### src/rtl/hazard_ctrl_pkg.sv
// hazard_pkg: shared state encoding and constants for the hazard control unit
package hazard_pkg;
    typedef enum logic {RUN = 1'b0, MC_WAIT = 1'b1} state_t;
    localparam logic [4:0] REG_ZERO = 5'd0;
    localparam int MC_CNT_W = 8;
endpackage

### src/rtl/hazard_ctrl_if.sv
// hazard_ctrl_if: pipeline-side hazard inputs and control strobes/counters
interface hazard_ctrl_if #(parameter int CNT_W = 16);
    logic [4:0]       id_rs_i;
    logic [4:0]       id_rt_i;
    logic             id_uses_rt_i;
    logic             ex_mem_read_i;
    logic [4:0]       ex_rt_i;
    logic             mc_start_i;
    logic             jump_i;
    logic             branch_taken_i;
    logic             pc_write_o;
    logic             ifid_stall_o;
    logic             ifid_flush_o;
    logic             idex_stall_o;
    logic             idex_flush_o;
    logic             exmem_flush_o;
    logic             mc_done_o;
    logic [CNT_W-1:0] stall_cnt_o;
    logic [CNT_W-1:0] flush_cnt_o;
    modport master (
        output id_rs_i, id_rt_i, id_uses_rt_i, ex_mem_read_i, ex_rt_i, mc_start_i, jump_i, branch_taken_i,
        input  pc_write_o, ifid_stall_o, ifid_flush_o, idex_stall_o, idex_flush_o, exmem_flush_o, mc_done_o,
               stall_cnt_o, flush_cnt_o
    );
    modport slave (
        input  id_rs_i, id_rt_i, id_uses_rt_i, ex_mem_read_i, ex_rt_i, mc_start_i, jump_i, branch_taken_i,
        output pc_write_o, ifid_stall_o, ifid_flush_o, idex_stall_o, idex_flush_o, exmem_flush_o, mc_done_o,
               stall_cnt_o, flush_cnt_o
    );
endinterface

### src/rtl/hazard_ctrl_sat_counter.sv
// sat_counter: event counter that sticks at all-ones instead of wrapping
module sat_counter #(parameter int W = 16) (
    input  logic         clk_i,
    input  logic         rst_n,
    input  logic         inc_i,
    output logic [W-1:0] cnt_o
);
    logic [W-1:0] cnt_q;
    // count events, holding at the maximum value
    always_ff @(posedge clk_i or negedge rst_n)
        if (!rst_n) cnt_q <= '0;
        else if (inc_i && cnt_q != '1) cnt_q <= cnt_q + 1'b1;
    assign cnt_o = cnt_q;
endmodule

### src/rtl/hazard_ctrl.sv
// hazard_ctrl: stall/flush generation for load-use, branch, jump and multi-cycle EX hazards
module hazard_ctrl
    import hazard_pkg::*;
#(
    parameter int MC_LAT = 4,
    parameter int CNT_W  = 16
) (
    input  logic         clk_i,
    input  logic         rst_n,
    hazard_ctrl_if.slave bus
);
    state_t              state_q, state_d;
    logic [MC_CNT_W-1:0] cnt_q, cnt_d;
    logic lu, pc, ifid_s, ifid_f, idex_s, idex_f, exmem_f, done, flush_inc;
    assign lu = bus.ex_mem_read_i && bus.ex_rt_i != REG_ZERO &&
                (bus.ex_rt_i == bus.id_rs_i || (bus.id_uses_rt_i && bus.ex_rt_i == bus.id_rt_i));
    // FSM state and multi-cycle countdown
    always_ff @(posedge clk_i or negedge rst_n)
        if (!rst_n) begin
            state_q <= RUN;
            cnt_q   <= '0;
        end else begin
            state_q <= state_d;
            cnt_q   <= cnt_d;
        end
    // prioritised hazard resolution: branch, MC wait, MC done/start, load-use, jump, run
    always_comb begin
        state_d = state_q;
        cnt_d = cnt_q;
        {pc, ifid_s, ifid_f, idex_s, idex_f, exmem_f, done, flush_inc} = '0;
        if (bus.branch_taken_i) begin
            {pc, ifid_f, idex_f, exmem_f, flush_inc} = '1;
            state_d = RUN;
            cnt_d = '0;
        end else if (state_q == MC_WAIT && cnt_q > 1) begin
            {ifid_s, idex_s, exmem_f} = '1;
            cnt_d = cnt_q - 1'b1;
        end else begin
            if (state_q == MC_WAIT) begin
                done = 1'b1;
                state_d = RUN;
                cnt_d = '0;
            end
            if (state_q == RUN && bus.mc_start_i) begin
                {ifid_s, idex_s, exmem_f} = '1;
                cnt_d = MC_CNT_W'(MC_LAT - 1);
                state_d = MC_WAIT;
            end else if (lu) begin
                {ifid_s, idex_f} = '1;
            end else if (bus.jump_i) begin
                {pc, ifid_f} = '1;
            end else begin
                pc = 1'b1;
            end
        end
    end
    assign bus.pc_write_o    = rst_n & pc;
    assign bus.ifid_stall_o  = rst_n & ifid_s;
    assign bus.ifid_flush_o  = rst_n & ifid_f;
    assign bus.idex_stall_o  = rst_n & idex_s;
    assign bus.idex_flush_o  = rst_n & idex_f;
    assign bus.exmem_flush_o = rst_n & exmem_f;
    assign bus.mc_done_o     = rst_n & done;
    sat_counter #(.W(CNT_W)) u_stall_cnt (.clk_i(clk_i), .rst_n(rst_n), .inc_i(!pc), .cnt_o(bus.stall_cnt_o));
    sat_counter #(.W(CNT_W)) u_flush_cnt (.clk_i(clk_i), .rst_n(rst_n), .inc_i(flush_inc), .cnt_o(bus.flush_cnt_o));
endmodule

### src/flat_wrapper.sv
// flat-port wrapper written by rule: the top's interface ports become plain ports
module hazard_ctrl_flat import hazard_pkg::*;
#(
    parameter int MC_LAT = 4,
    parameter int CNT_W  = 16
)
  (clk_i, rst_n, bus_id_rs_i, bus_id_rt_i, bus_id_uses_rt_i, bus_ex_mem_read_i, bus_ex_rt_i, bus_mc_start_i, bus_jump_i, bus_branch_taken_i, bus_pc_write_o, bus_ifid_stall_o, bus_ifid_flush_o, bus_idex_stall_o, bus_idex_flush_o, bus_exmem_flush_o, bus_mc_done_o, bus_stall_cnt_o, bus_flush_cnt_o);
  hazard_ctrl_if #(.CNT_W(CNT_W)) bus_i ();
  input  logic clk_i;
  input  logic rst_n;
  input wire logic [$bits(bus_i.id_rs_i)-1:0] bus_id_rs_i;
  input wire logic [$bits(bus_i.id_rt_i)-1:0] bus_id_rt_i;
  input wire logic [$bits(bus_i.id_uses_rt_i)-1:0] bus_id_uses_rt_i;
  input wire logic [$bits(bus_i.ex_mem_read_i)-1:0] bus_ex_mem_read_i;
  input wire logic [$bits(bus_i.ex_rt_i)-1:0] bus_ex_rt_i;
  input wire logic [$bits(bus_i.mc_start_i)-1:0] bus_mc_start_i;
  input wire logic [$bits(bus_i.jump_i)-1:0] bus_jump_i;
  input wire logic [$bits(bus_i.branch_taken_i)-1:0] bus_branch_taken_i;
  output wire logic [$bits(bus_i.pc_write_o)-1:0] bus_pc_write_o;
  output wire logic [$bits(bus_i.ifid_stall_o)-1:0] bus_ifid_stall_o;
  output wire logic [$bits(bus_i.ifid_flush_o)-1:0] bus_ifid_flush_o;
  output wire logic [$bits(bus_i.idex_stall_o)-1:0] bus_idex_stall_o;
  output wire logic [$bits(bus_i.idex_flush_o)-1:0] bus_idex_flush_o;
  output wire logic [$bits(bus_i.exmem_flush_o)-1:0] bus_exmem_flush_o;
  output wire logic [$bits(bus_i.mc_done_o)-1:0] bus_mc_done_o;
  output wire logic [$bits(bus_i.stall_cnt_o)-1:0] bus_stall_cnt_o;
  output wire logic [$bits(bus_i.flush_cnt_o)-1:0] bus_flush_cnt_o;
  assign bus_i.id_rs_i = bus_id_rs_i;
  assign bus_i.id_rt_i = bus_id_rt_i;
  assign bus_i.id_uses_rt_i = bus_id_uses_rt_i;
  assign bus_i.ex_mem_read_i = bus_ex_mem_read_i;
  assign bus_i.ex_rt_i = bus_ex_rt_i;
  assign bus_i.mc_start_i = bus_mc_start_i;
  assign bus_i.jump_i = bus_jump_i;
  assign bus_i.branch_taken_i = bus_branch_taken_i;
  assign bus_pc_write_o = bus_i.pc_write_o;
  assign bus_ifid_stall_o = bus_i.ifid_stall_o;
  assign bus_ifid_flush_o = bus_i.ifid_flush_o;
  assign bus_idex_stall_o = bus_i.idex_stall_o;
  assign bus_idex_flush_o = bus_i.idex_flush_o;
  assign bus_exmem_flush_o = bus_i.exmem_flush_o;
  assign bus_mc_done_o = bus_i.mc_done_o;
  assign bus_stall_cnt_o = bus_i.stall_cnt_o;
  assign bus_flush_cnt_o = bus_i.flush_cnt_o;
  hazard_ctrl #(.MC_LAT(MC_LAT), .CNT_W(CNT_W)) u_core (.clk_i(clk_i), .rst_n(rst_n), .bus(bus_i));
endmodule
### config.mk
export PLATFORM = sky130hd
export DESIGN_NAME = hazard_ctrl_flat
export DESIGN_NICKNAME = d
export VERILOG_FILES = /design/src/rtl/hazard_ctrl_pkg.sv /design/src/rtl/hazard_ctrl_if.sv /design/src/rtl/hazard_ctrl_sat_counter.sv /design/src/rtl/hazard_ctrl.sv /design/src/flat_wrapper.sv
export SDC_FILE = /design/constraint.sdc
export NUM_CORES = 1
export LEC_CHECK = 0
export ABC_AREA = 0
export BUFFER_PORTS_ARGS = -buffer_cell sky130_fd_sc_hd__buf_2
export CORE_MARGIN = 5
export CORE_UTILIZATION = 45
export CTS_CLUSTER_SIZE = 30
export DETAILED_ROUTE_END_ITERATION = 8
export GPL_TIMING_DRIVEN = 0
export PLACE_DENSITY = 0.7
export SYNTH_ARGS = -nofsm -noshare
export SYNTH_HDL_FRONTEND = slang
export SYNTH_SLANG_ARGS = --single-unit
### constraint.sdc
create_clock -name clk_i -period 5.6 [get_ports clk_i]
set_input_delay 0.56 -clock clk_i [delete_from_list [all_inputs] [get_ports clk_i]]
set_output_delay 0.56 -clock clk_i [all_outputs]
set_load 0.02 [all_outputs]
* Word-level counts from Yosys, hierarchy flattened *
Cells that the tools add are included.

storage, ports and cells
  register bits after elaboration = 41
  bits of input ports = 22
  output and inout port bits = 39
  logic and storage cells = 62

operators by class
  add/subtract/negate cells = 3
  order comparisons = 1
  equality and inequality tests = 5
  multiplexer cells = 30
  bitwise gates (word level) = 8
  reduce and logical (&&, ||, !) cells = 11

operators with widths
  kind                                                                              count
  16-bit by 1-bit adder with 16-bit output (second input constant)                  2
  8-bit two-way mux                                                                 4
  16-bit inequality test (second input constant)                                    2
  1-bit two-way mux                                                                 26
  5-bit == test                                                                     2
  8-bit by 1-bit greater-than comparator with 1-bit output (second input constant)  1
  8-bit by 1-bit subtractor with 8-bit output (second input constant)               1
  1-bit bitwise AND                                                                 7
  1-bit logical AND                                                                 7
  5-bit nonzero test                                                                1
  4-bit nonzero test                                                                1
  2-bit inequality test (second input constant)                                     1
  1-bit logical NOT                                                                 1
  1-bit logical OR                                                                  1
  1-bit NOT                                                                         1

* Logic depth before layout (Yosys ltp) *
Gate-level depths: netlist of run 1.

  depth in word-level cells = 10
  gate-level depth with buffers = 10
  depth with buffers taken out = 9

* Cells and area by module *
A second synthesis of run 1 with hierarchy kept.

unflattened totals
  cells, all modules = 229
  area total of the unflattened synthesis = 2,484.9 um^2

by module, submodules not included
  module       instances  cells an instance  area each (um^2)  sequential area each (um^2)
  sat_counter  2          72                 859.6             400.4
  hazard_ctrl  1          85                 765.7             225.2

* Worst setup path after synthesis of run 1 *
Ideal clock, no wire load.

  kind = reg-to-output
  start point = register u_core.cnt_q[4]
  end point = output port bus_idex_flush_o
  arrival = 1,910 ps
  required time = 5,040 ps
  path slack = 3,130 ps
  cell stages (with the launch flop) = 7
  path buffers = 0
  path through = dfrtp_1 > or4_4 > nor4_4 > nand2_1 > o21ai_0 > a31oi_1 > nor2b_1

between the ends
  longest elaborated chain between the ends = 5

ends and longest elaborated chain
  element                                                   line                text
  start: declaration                                        hazard_ctrl.sv:13   logic [MC_CNT_W-1:0] cnt_q, cnt_d;
  start signal: assignment                                  hazard_ctrl.sv:24   cnt_q <= cnt_d;
  8-bit by 1-bit greater-than comparator with 1-bit output  hazard_ctrl.sv:35   end else if (state_q == MC_WAIT && cnt_q > 1) begin
  1-bit logical AND                                         hazard_ctrl.sv:35
  1-bit two-way mux                                         hazard_ctrl.sv:35
  1-bit two-way mux                                         hazard_ctrl.sv:31   if (bus.branch_taken_i) begin
  1-bit bitwise AND                                         hazard_ctrl.sv:61   assign bus.idex_flush_o = rst_n & idex_f;
  end: declaration                                          flat_wrapper.sv:23  output wire logic [$bits(bus_i.idex_flush_o)-1:0] bus_idex_flush_o;

Every way passes these cells.

* Worst setup path after layout of run 1 *
Ends and elaborated chain as after synthesis.

==> results of run 1 <==
## power groups by stage
stage | Clock [mW] | Combinational [mW] | Sequential (mW)
after floorplan | 0 | 0.182 | 0.477
after global placement | 0 | 0.329 | 0.430
after detailed placement | 0 | 0.333 | 0.433
after CTS | 0.245 | 0.336 | 0.429
after global routing | 0.262 | 0.367 | 0.440
final | 0.238 | 0.331 | 0.428
## routing by layer
layer / global-route usage [%] / routed length (um)
met1: 20.2 / 2070
met2: 24.5 / 2150
met3: 4.29 / 218
met4: 4.64 / 54
met5: 0 / 0
## worst max-delay path, stage by stage (launching register included)
cell	delay, ps
sky130_fd_sc_hd__dfrtp_1	430
sky130_fd_sc_hd__or4_4	580
sky130_fd_sc_hd__nor4_4	310
sky130_fd_sc_hd__nand2_1	140
sky130_fd_sc_hd__o21ai_0	170
sky130_fd_sc_hd__a31oi_1	130
sky130_fd_sc_hd__nor2b_1	110
sky130_fd_sc_hd__buf_2	170
## placed cells by master, fill, tap and decap left out, types with 2 or more instances in the layout
cell type                  count
sky130_fd_sc_hd__xnor2_1      32
sky130_fd_sc_hd__clkbuf_1      3
sky130_fd_sc_hd__mux2_2        2
sky130_fd_sc_hd__nand3_1      12
sky130_fd_sc_hd__nor2b_1       4
sky130_fd_sc_hd__nor2_1       23
sky130_fd_sc_hd__nor3_1        5
sky130_fd_sc_hd__nand2b_1      3
sky130_fd_sc_hd__buf_2        61
sky130_fd_sc_hd__xor2_1       13
sky130_fd_sc_hd__inv_1         5
sky130_fd_sc_hd__nand4_1       8
sky130_fd_sc_hd__nand2_1      18
sky130_fd_sc_hd__nor4_1        2
sky130_fd_sc_hd__dfrtp_1      41
sky130_fd_sc_hd__o21ai_0       3
sky130_fd_sc_hd__a21oi_1       5
sky130_fd_sc_hd__and3_1       13
sky130_fd_sc_hd__clkbuf_8      5
sky130_fd_sc_hd__and4_1        3
sky130_fd_sc_hd__ha_1          4
## area by class of cell
type | count | area [um^2]
Timing Repair Buffer | 60 | 300
Multi-Input combinational cell | 164 | 1100
Clock buffer | 5 | 68.8
Fill cell | 435 | 2040
Buffer | 5 | 27.5
Inverter | 5 | 18.8
Tap cell | 54 | 67.6
Sequential cell | 41 | 1030
Clock inverter | 3 | 46.3
## metrics by stage
step	setup WS (ps)	cell area (um^2)	util [%]	power, mW	hold WS [ps]
finish	2710	2650	56.5	0.997	418
global route	2520	2650	56.5	1.07	490
CTS	2690	2650	56.5	1.01	452
detailed placement	3010	2540	54.1	0.767	473
global placement	3040	2540	54.1	0.759	468
floorplan	3130	2170	-	0.659	264
## flip-flops by register name, indices dropped and copies added (netlist names)
name                      cells
u_core.state_q                1
u_core.cnt_q                  8
u_core.u_flush_cnt.cnt_o     16
u_core.u_stall_cnt.cnt_o     16
## how the worst max path moves through the flow
stage,endpoint,cells after the start
5_1_grt,bus_idex_flush_o,7
6_report,bus_idex_flush_o,7
2_1_floorplan,bus_idex_flush_o,6
4_1_cts,bus_idex_flush_o,7
3_3_place_gp,bus_idex_flush_o,7
3_5_place_dp,bus_pc_write_o,8
## cell usage after synthesis
| cell type | n |
|---|---|
| sky130_fd_sc_hd__nor3_1 | 5 |
| sky130_fd_sc_hd__nor4_1 | 2 |
| sky130_fd_sc_hd__and3_1 | 13 |
| sky130_fd_sc_hd__o32a_1 | 1 |
| sky130_fd_sc_hd__mux2_2 | 2 |
| sky130_fd_sc_hd__nor3_2 | 1 |
| sky130_fd_sc_hd__buf_6 | 1 |
| sky130_fd_sc_hd__nand4_1 | 8 |
| sky130_fd_sc_hd__or4_1 | 1 |
| sky130_fd_sc_hd__nand3_1 | 12 |
| sky130_fd_sc_hd__o31ai_1 | 1 |
| sky130_fd_sc_hd__xnor2_1 | 32 |
| sky130_fd_sc_hd__nand2_1 | 18 |
| sky130_fd_sc_hd__inv_1 | 5 |
| sky130_fd_sc_hd__nand2b_1 | 3 |
| sky130_fd_sc_hd__o21a_1 | 1 |
| sky130_fd_sc_hd__a21oi_1 | 5 |
| sky130_fd_sc_hd__a21oi_2 | 1 |
| sky130_fd_sc_hd__ha_1 | 4 |
| sky130_fd_sc_hd__o22ai_1 | 1 |
| sky130_fd_sc_hd__or4_4 | 1 |
| sky130_fd_sc_hd__xor2_1 | 13 |
| sky130_fd_sc_hd__o31a_1 | 1 |
| sky130_fd_sc_hd__nor2b_1 | 4 |
| sky130_fd_sc_hd__buf_2 | 1 |
| sky130_fd_sc_hd__a31oi_1 | 1 |
| sky130_fd_sc_hd__and2_0 | 1 |
| sky130_fd_sc_hd__nor2_1 | 23 |
| sky130_fd_sc_hd__o21ai_0 | 3 |
| sky130_fd_sc_hd__o22a_1 | 1 |
| sky130_fd_sc_hd__and4_1 | 3 |
| sky130_fd_sc_hd__nor4_4 | 1 |
| sky130_fd_sc_hd__a21oi_4 | 1 |
| sky130_fd_sc_hd__clkbuf_1 | 3 |
| sky130_fd_sc_hd__dfrtp_1 | 41 |
## kinds of logic after synthesis
family | after synthesis | share of synthesized area [%]
flip-flops | 41 | 47.3
AO/OA/AOI/OAI | 17 | 5.54
AND/OR/NAND/NOR | 96 | 23.5
adder cells (fa/ha/maj) | 4 | 2.31
XOR/XNOR | 45 | 18.2
buffers and inverters | 10 | 2.13
multiplexers | 2 | 1.04
==> summary.md, run 1 <==
| Metric | Value |
|---|---|
| Result of the run | `complete, no violations` |
| Net switching share of the total power | `36.6%` |
| Hold Path Class | `input pin to async pin` |
| Average instance area after synthesis | `10.1 um^2` |
| Mapped Area | `0.00217 mm^2` |
| Clock tree sinks | `41` |
| Hold Violations, Final | `0` |
| HPWL after DPL | `3.30 mm` |
| Cells after synthesis | `215` |
| Via count of the first global-routing pass | `1,637` |
| Final Non-Filler Cells | `337` |
| Via/cell ratio | `5.13` |
| Critical path arrival | `2330 ps` |
| Warning count from the yosys run | `0` |
| Post-Syn Nets | `241` |
| Antenna-violating nets left | `0` |
| Slew @ Worst Pin | `972 ps` |
| Die Y | `79.4 um` |
| Type of the worst setup path | `flip-flop to primary output` |
| Unrepaired setup endpoints after global routing | `false` |
| Final wirelength | `4.49 mm` |
| Number of endpoints failing setup at the final stage | `0` |
| Sequential cell area fraction in the yosys report | `47.3%` |
| Violation count after the first detailed-route iteration | `37` |
| Required @ worst endpoint | `5040 ps` |
| Post-route minimum period | `2890 ps` |
| Initial Util | `46.2%` |
| Die span in x | `79.4 um` |
| Post_cts resized | `0` |
| Max Clock Freq | `346 MHz` |
| Portion of total power attributed to the clock network | `23.9%` |
| Critical Path Sink Type | `primary output` |
| Power density over cell area | `376 mW/mm^2` |
| Startpoint of the worst setup timing path | `u_core.cnt_q[4]` |
| Total global-route track usage | `15.3%` |
| Max Clock Skew | `9.10 ps` |
| # Max-Cap Violations | `0` |
| Input/output buffers | `60` |
| Largest area contributor in the synthesized netlist | `sky130_fd_sc_hd__dfrtp_1` |
| Net switching component of the power | `365 uW` |
| N_diodes | `0` |
| Final GP Congestion | `0.765` |
| Max-slew violation total from the final report | `0` |
| Final routed DRC violation total | `0` |
| Die footprint | `0.00631 mm^2` |
| Clock tree from TritonCTS | `done` |
| Total negative setup slack | `0 ps` |
| Number of antenna violations at the first check in global routing | `0` |
| Global-route wire length before repair | `7.67 mm` |
| Share of the clock period used by the worst path | `51.5%` |
| Synthesis-to-finish area growth | `22.3%` |
| Worst-Skew Late Latency | `290 ps` |
| Worst-case vdd ir drop | `0.319 mV` |
| Largest net degree at the start of global routing | `47` |
| Leading cell types by total area after synthesis | `sky130_fd_sc_hd__dfrtp_1 47%, sky130_fd_sc_hd__xnor2_1 13%, sky130_fd_sc_hd__xor2_1 5.3%` |
| Total number of vias | `1,729` |
| Internal power consumption | `632 uW` |
| Number of search-and-repair iterations in the first detailed-routing pass | `4` |
| Total number of nets in the final design | `308` |
| Clock slew seen by the registers of the worst setup and hold paths | `80 ps` |
| Comb pwr share | `33.2%` |
| Reg2Reg Launch Point | `u_core.u_stall_cnt.cnt_o[0]` |
| Proportion of layout cells with a drive suffix above 1 | `27.2%` |
| Number of placed cells counting well taps | `329` |
| Leakage dissipation | `1.34 nW` |
| Flip-flop and latch count after synthesis | `41` |
| Hold-fix buffer count after cts | `0` |
| Crit-path max FO | `4` |
| Maximum level of the CTS H-tree | `2` |
| Bufs on Longest Clock Path | `2` |
| Max-Slew Margin vs Limit | `35.2%` |
| Sequential share of power | `42.9%` |
| Num rows | `25` |
| Setup Fix Bufs, Post-CTS | `0` |
| WL/cell | `13.3 um` |
| Portion of synthesized cell area occupied by the leading cell type | `47.3%` |
| Root buffer selected by CTS | `sky130_fd_sc_hd__clkbuf_8` |
| Worst r2r dst | `u_core.u_stall_cnt.cnt_o[14]` |
| Synth unique cells | `35` |
| Core Region | `0.00469 mm^2` |
| Startpoint type of the worst setup path | `flip-flop` |
| Global route overflow | `0` |
| Boundary pin count | `61` |
| Number of buffers inserted during clock tree synthesis | `5` |
| Reg2reg path depth | `9` |
| Worst-case register-to-register setup slack | `3240 ps` |
Note: power is estimated with default switching activity, not from simulation.
==> inputs of run 2 (changes only) <==
--- a/config.mk
+++ b/config.mk
@@ -12,7 +12,7 @@
 export CTS_CLUSTER_SIZE = 30
 export DETAILED_ROUTE_END_ITERATION = 8
 export GPL_TIMING_DRIVEN = 0
-export PLACE_DENSITY = 0.7
+export PLACE_DENSITY = 0.73
 export SYNTH_ARGS = -nofsm -noshare
 export SYNTH_HDL_FRONTEND = slang
 export SYNTH_SLANG_ARGS = --single-unit
==> constraint.sdc (replaced) <==
create_clock -name clk_i -period 2.35 [get_ports clk_i]
set_input_delay 0.235 -clock clk_i [delete_from_list [all_inputs] [get_ports clk_i]]
set_output_delay 0.235 -clock clk_i [all_outputs]
set_load 0.02 [all_outputs]
==> summary.md, run 2 (same netlist as run 1, synthesis figures left out) <==
| Metric | Value |
|---|---|
| Failing checks | `negative setup slack` |
| Power density over cell area | `893 mW/mm^2 (+140%)` |
| Sequential share of power | `40.1% (-2.8 points)` |
| HPWL after DPL | `3.43 mm (+3.9%)` |
| Cells traversed along the worst timing path | `or4_4 > nor4_4 > buf_4 > nand2_4 > o21ai_4 > a31oi_1 > nor2b_1 > buf_4` |
| Clock tree sinks | `41 (unchanged)` |
| Reg2reg path depth | `10 (+1)` |
| Global-route wire length before repair | `8.11 mm (+5.8%)` |
| Number of search-and-repair iterations in the first detailed-routing pass | `4 (unchanged)` |
| N_diodes | `0 (unchanged)` |
| Most prevalent standard cell on the critical path | `sky130_fd_sc_hd__buf_4` |
| Critical Path Sink Type | `primary output` |
| Via/cell ratio | `5.15 (+0.45%)` |
| Clock slew seen by the registers of the worst setup and hold paths | `80 ps (about the same)` |
| Worst Setup Slack post-DPL | `1.39 ps (-3010 ps)` |
| Post-route minimum period | `2380 ps` |
| Root buffer selected by CTS | `sky130_fd_sc_hd__clkbuf_8` |
| Slew @ Worst Pin | `955 ps (-17.1 ps)` |
| Worst-case register-to-register setup slack | `120 ps (-3120 ps)` |
| Number of endpoints failing setup at the final stage | `2 (+2)` |
| Boundary pin count | `61 (unchanged)` |
| Total negative setup slack | `-44.1 ps (-44.1 ps)` |
| Max-Slew Margin vs Limit | `36.3% (+1.1 points)` |
| Slowest cell delay on critical path | `570 ps (about the same)` |
| Hold Path Class | `input pin to async pin` |
| Final wirelength | `4.83 mm (+7.6%)` |
| Clock tree from TritonCTS | `done` |
| Slack of the critical path | `-28.8 ps (-2740 ps)` |
| Worst r2r dst | `u_core.u_stall_cnt.cnt_o[1]` |
| Synthesis-to-finish area growth | `30.2%` |
| Die footprint | `0.00631 mm^2 (unchanged)` |
| Final routed DRC violation total | `0 (unchanged)` |
| Internal power consumption | `1.63 mW (+160%)` |
| Global Route met3 Usage | `4.51% (+0.23 points)` |
| Die Y | `79.4 um (unchanged)` |
| Highest-count cells in the layout ignoring fill and taps | `56 x sky130_fd_sc_hd__buf_2, 40 x sky130_fd_sc_hd__dfrtp_1, 32 x sky130_fd_sc_hd__xnor2_1` |
| Die span in x | `79.4 um (unchanged)` |
| # Max-Cap Violations | `0 (unchanged)` |
| Portion of total power attributed to the clock network | `23.0% (-0.9 points)` |
| Input/output buffers | `60 (unchanged)` |
| Leakage dissipation | `1.42 nW (+6.7%)` |
| Total global-route track usage | `16.1% (+0.82 points)` |
| Net switching component of the power | `894 uW (+140%)` |
| Comb pwr share | `36.9% (+3.7 points)` |
| Total number of nets in the final design | `322 (+4.5%)` |
| Largest net degree at the start of global routing | `47 (unchanged)` |
| Via count of the first global-routing pass | `1,795 (+9.7%)` |
| Final GP Congestion | `0.796 (+4.1%)` |
| Worst-case vdd ir drop | `0.708 mV (+120%)` |
| Num rows | `25 (unchanged)` |
| WL/cell | `13.7 um (+3.3%)` |
| Critical path's slowest cell | `sky130_fd_sc_hd__or4_4` |
| Met2 track utilization from global routing | `27.2% (+2.7 points)` |
| Core Region | `0.00469 mm^2 (unchanged)` |
| Crit-path max FO | `3 (-1)` |
| Hold Violations, Final | `0 (unchanged)` |
| Critical path arrival | `2140 ps (-190 ps)` |
| Most common library cell in the layout ignoring fill and taps | `sky130_fd_sc_hd__buf_2` |
| Maximum level of the CTS H-tree | `2 (unchanged)` |
| Share of the clock period used by the worst path | `101%` |
| Max Clock Freq | `420 MHz` |
| Proportion of layout cells with a drive suffix above 1 | `32.3% (+5.1 points)` |
| Total number of vias | `1,809 (+4.6%)` |
| Unrepaired setup endpoints after global routing | `true` |
| Initial Util | `46.2% (unchanged)` |
| Violation count after the first detailed-route iteration | `75 (+100%)` |
| Max-slew violation total from the final report | `0 (unchanged)` |
| Number of antenna violations at the first check in global routing | `0 (unchanged)` |
| Type of the worst setup path | `flip-flop to primary output` |
| Global route overflow | `0 (unchanged)` |
| Required @ worst endpoint | `2120 ps (-2920 ps)` |
| Antenna-violating nets left | `0 (unchanged)` |
| Most used routing layer in global routing | `met2` |
| Worst-Skew Late Latency | `290 ps (about the same)` |
| Reg2Reg Launch Point | `u_core.cnt_q[1]` |
| Number of buffers inserted during clock tree synthesis | `5 (unchanged)` |
| M1 GR Usage | `20.0% (-0.20 points)` |
| Max Clock Skew | `6.35 ps (-2.76 ps)` |
| Result of the run | `finished, violations left` |
| Startpoint type of the worst setup path | `flip-flop` |
| Bufs on Longest Clock Path | `2 (unchanged)` |
| Net switching share of the total power | `35.5% (-1.2 points)` |
[run 2: power by group through the flow]
| stage | logic (mW) | registers [mW] | clock network (mW) |
|---|---|---|---|
| 5_1_grt | 1.03 | 1.04 | 0.624 |
| 3_3_place_gp | 0.782 | 1.02 | 0 |
| 6_report | 0.930 | 1.01 | 0.581 |
| 3_5_place_dp | 0.798 | 1.03 | 0 |
| 4_1_cts | 0.830 | 1.01 | 0.592 |
| 2_1_floorplan | 0.433 | 1.14 | 0 |
[run 2: area by class of cell]
class	instances	area, um^2
inverter	5	18.8
multi-input combinational	164	1140
clock buffer	7	86.3
sequential	41	1030
buffer	5	27.5
clock inverter	1	30.0
tap	54	67.6
fill	408	1870
timing repair buffer	74	429
[run 2: how the worst max path moves through the flow]
stage	startpoint	to	slack (ps)	cells past startpoint
2_1_floorplan	u_core.u_stall_cnt.cnt_o[0]	u_core.u_stall_cnt.cnt_o[6]	200	9
3_3_place_gp	u_core.u_stall_cnt.cnt_o[0]	u_core.u_stall_cnt.cnt_o[6]	40	9
3_5_place_dp	u_core.cnt_q[0]	u_core.u_stall_cnt.cnt_o[6]	1	10
4_1_cts	u_core.cnt_q[4]	bus_ifid_flush_o	-70	7
5_1_grt	u_core.cnt_q[4]	bus_idex_flush_o	-140	8
6_report	u_core.cnt_q[4]	bus_idex_flush_o	-30	8
[run 2: per-layer routing]
metal / part of all wire (%) / routed length [um]
met5: 0 / 0
met2: 48 / 2300
met3: 6.9 / 333
met1: 44 / 2140
met4: 1.1 / 52
[run 2: what timing repair did]
item,4_1_cts,5_1_grt
gates resized for setup,4,15
pin swaps,2,2
hold buffers,0,0
setup endpoints to repair,7,17
setup buffers,4,11
[run 2: metrics by stage]
step	total power [mW]	hold slack, ps	instances	utilization, %	instance area [um^2]
detailed placement	1.83	448	329	54.1	2540
finish	2.52	91.4	351	60.2	2820
global placement	1.81	443	329	54.1	2540
CTS	2.44	133	341	57.4	2690
global route	2.69	182	351	60.2	2820
floorplan	1.57	-60.6	215	-	2170
[run 2: critical path: cells and delay by family, from the launching register on]
kind	cells	cell delay (ps)
buf+inv	2	330
simple gates	4	960
compound gates	2	170
flops	1	390
==> inputs of run 3 (changes only) <==
--- a/config.mk
+++ b/config.mk
@@ -9,6 +9,7 @@
 export BUFFER_PORTS_ARGS = -buffer_cell sky130_fd_sc_hd__buf_2
 export CORE_MARGIN = 5
 export CORE_UTILIZATION = 45
+export CTS_BUF_LIST = sky130_fd_sc_hd__clkbuf_8 sky130_fd_sc_hd__clkbuf_16
 export CTS_CLUSTER_SIZE = 30
 export DETAILED_ROUTE_END_ITERATION = 8
 export GPL_TIMING_DRIVEN = 0
==> summary.md, run 3 (same netlist as run 1, synthesis figures left out) <==
| Metric | Value |
|---|---|
| Max-Slew Margin vs Limit | `36.2% (-0.11 points)` |
| Maximum level of the CTS H-tree | `2 (unchanged)` |
| Final Non-Filler Cells | `351 (unchanged)` |
| Global route overflow | `0 (unchanged)` |
| Via/cell ratio | `5.15 (unchanged)` |
| Unrepaired setup endpoints after global routing | `true` |
| Number of endpoints failing setup at the final stage | `2 (unchanged)` |
| Final wirelength | `4.82 mm (about the same)` |
| Max-slew violation total from the final report | `0 (unchanged)` |
| DR WL met3 | `333 um (unchanged)` |
| Share of the clock period used by the worst path | `101% (about the same)` |
| Reg2Reg Launch Point | `u_core.cnt_q[1]` |
| Failing checks | `negative setup slack` |
| Total negative setup slack | `-44.6 ps (-0.515 ps)` |
| Num rows | `25 (unchanged)` |
| Number of search-and-repair iterations in the first detailed-routing pass | `4 (unchanged)` |
| Final GP Congestion | `0.796 (unchanged)` |
| Worst-case vdd ir drop | `0.710 mV (+0.24%)` |
| Final routed DRC violation total | `0 (unchanged)` |
| Leakage dissipation | `1.43 nW (+0.29%)` |
| Max Clock Skew | `5.99 ps (-0.356 ps)` |
| Reg2reg path depth | `10 (unchanged)` |
| Global-route wire length before repair | `8.11 mm (unchanged)` |
| Final Core Density | `60.2% (unchanged)` |
| Total number of nets in the final design | `322 (unchanged)` |
| Via count of the first global-routing pass | `1,795 (unchanged)` |
| Met1 wire length | `2.14 mm (+0.19%)` |
| Largest net degree at the start of global routing | `47 (unchanged)` |
| Crit-path max FO | `3 (unchanged)` |
| Total global-route track usage | `16.1% (unchanged)` |
| Slack of the critical path | `-29.1 ps (-0.257 ps)` |
| Number of placed cells counting well taps | `329 (unchanged)` |
| Clock tree sinks | `41 (unchanged)` |
| Most common library cell in the layout ignoring fill and taps | `sky130_fd_sc_hd__buf_2` |
| Worst r2r dst | `u_core.u_stall_cnt.cnt_o[1]` |
| Highest-count cells in the layout ignoring fill and taps | `56 x sky130_fd_sc_hd__buf_2, 40 x sky130_fd_sc_hd__dfrtp_1, 32 x sky130_fd_sc_hd__xnor2_1` |
| Max Clock Freq | `420 MHz (about the same)` |
| Slew @ Worst Pin | `957 ps (+1.63 ps)` |
| Critical Path Sink Type | `primary output` |
| Input/output buffers | `60 (unchanged)` |
| Die footprint | `0.00631 mm^2 (unchanged)` |
| N_diodes | `0 (unchanged)` |
| Overall power of the completed layout | `2.52 mW (-0.13%)` |
| Clock tree from TritonCTS | `done` |
| Die span in x | `79.4 um (unchanged)` |
| Critical path arrival | `2140 ps (about the same)` |
| Synthesis-to-finish area growth | `30.2% (unchanged)` |
| HPWL after DPL | `3.43 mm (unchanged)` |
| Initial Util | `46.2% (unchanged)` |
| Die Y | `79.4 um (unchanged)` |
| Finished Cell Area | `0.00282 mm^2 (unchanged)` |
| Type of the worst setup path | `flip-flop to primary output` |
| # Max-Cap Violations | `0 (unchanged)` |
| Instance area after placement | `0.00254 mm^2 (unchanged)` |
| Bufs on Longest Clock Path | `2 (unchanged)` |
| Met2 routed wirelength | `2.29 mm (-0.26%)` |
| Number of buffers inserted during clock tree synthesis | `5 (unchanged)` |
| Number of antenna violations at the first check in global routing | `0 (unchanged)` |
| Violation count after the first detailed-route iteration | `75 (unchanged)` |
| Hold Violations, Final | `0 (unchanged)` |
| WL/cell | `13.7 um (about the same)` |
| Required @ worst endpoint | `2120 ps (about the same)` |
| Proportion of layout cells with a drive suffix above 1 | `32.3% (unchanged)` |
| Worst-case register-to-register setup slack | `120 ps (about the same)` |
| Antenna-violating nets left | `0 (unchanged)` |
| Worst-Skew Late Latency | `290 ps (about the same)` |
| Top Metal Used | `met4` |
| Boundary pin count | `61 (unchanged)` |
| Core Region | `0.00469 mm^2 (unchanged)` |
| Post-route minimum period | `2380 ps (+0.257 ps)` |
| Worst hold-check slack | `92.0 ps (+0.631 ps)` |
| Worst Setup Slack post-DPL | `1.39 ps (unchanged)` |
| Result of the run | `finished, violations left` |
| Root buffer selected by CTS | `sky130_fd_sc_hd__clkbuf_8` |
| Clock slew seen by the registers of the worst setup and hold paths | `80 ps (about the same)` |
| Total number of vias | `1,809 (unchanged)` |
| Startpoint type of the worst setup path | `flip-flop` |
| Hold Path Class | `input pin to async pin` |
| Power density over cell area | `892 mW/mm^2 (-0.13%)` |
run 3: final cells by class:
class	count	area [um^2]
fill	408	1870
multi-input combinational	164	1140
sequential	41	1030
timing repair buffer	74	429
clock buffer	6	82.6
tap	54	67.6
clock inverter	2	33.8
buffer	5	27.5
inverter	5	18.8
run 3: layer usage:
| metal | vias to the layer above | global-route usage (%) |
|---|---|---|
| li1 | 902 | - |
| met1 | 852 | 20.0 |
| met2 | 50 | 27.2 |
| met3 | 5 | 4.51 |
| met4 | 0 | 5.15 |
| met5 | - | 0 |
run 3: worst max path at each step:
stage	startpoint	endpoint	slack [ps]	cells after the start
final	u_core.cnt_q[4]	bus_idex_flush_o	-30	8
after global routing	u_core.cnt_q[4]	bus_idex_flush_o	-140	8
after CTS	u_core.cnt_q[4]	bus_ifid_flush_o	-70	7
after detailed placement	u_core.cnt_q[0]	u_core.u_stall_cnt.cnt_o[6]	1	10
after global placement	u_core.u_stall_cnt.cnt_o[0]	u_core.u_stall_cnt.cnt_o[6]	40	9
after floorplan	u_core.u_stall_cnt.cnt_o[0]	u_core.u_stall_cnt.cnt_o[6]	200	9
run 3: critical path, cell delays in order (launching register included):
cell and delay, ps:
sky130_fd_sc_hd__dfrtp_1 390, sky130_fd_sc_hd__or4_4 570, sky130_fd_sc_hd__nor4_4 200, sky130_fd_sc_hd__buf_4 180
sky130_fd_sc_hd__nand2_4 60, sky130_fd_sc_hd__o21ai_4 70, sky130_fd_sc_hd__a31oi_1 100, sky130_fd_sc_hd__nor2b_1 130
sky130_fd_sc_hd__buf_4 150
run 3: timing repair:
action                                  4_1_cts  5_1_grt
resized for setup                             4       15
endpoints found under the setup margin        7       17
hold buffers                                  0        0
cloned                                        0        0
pin swaps                                     2        2
setup buffers                                 4       11
run 3: power by group:
part / internal [mW] / switching [mW]
sequential: 0.845 / 0.168
combinational: 0.437 / 0.493
clock: 0.342 / 0.235
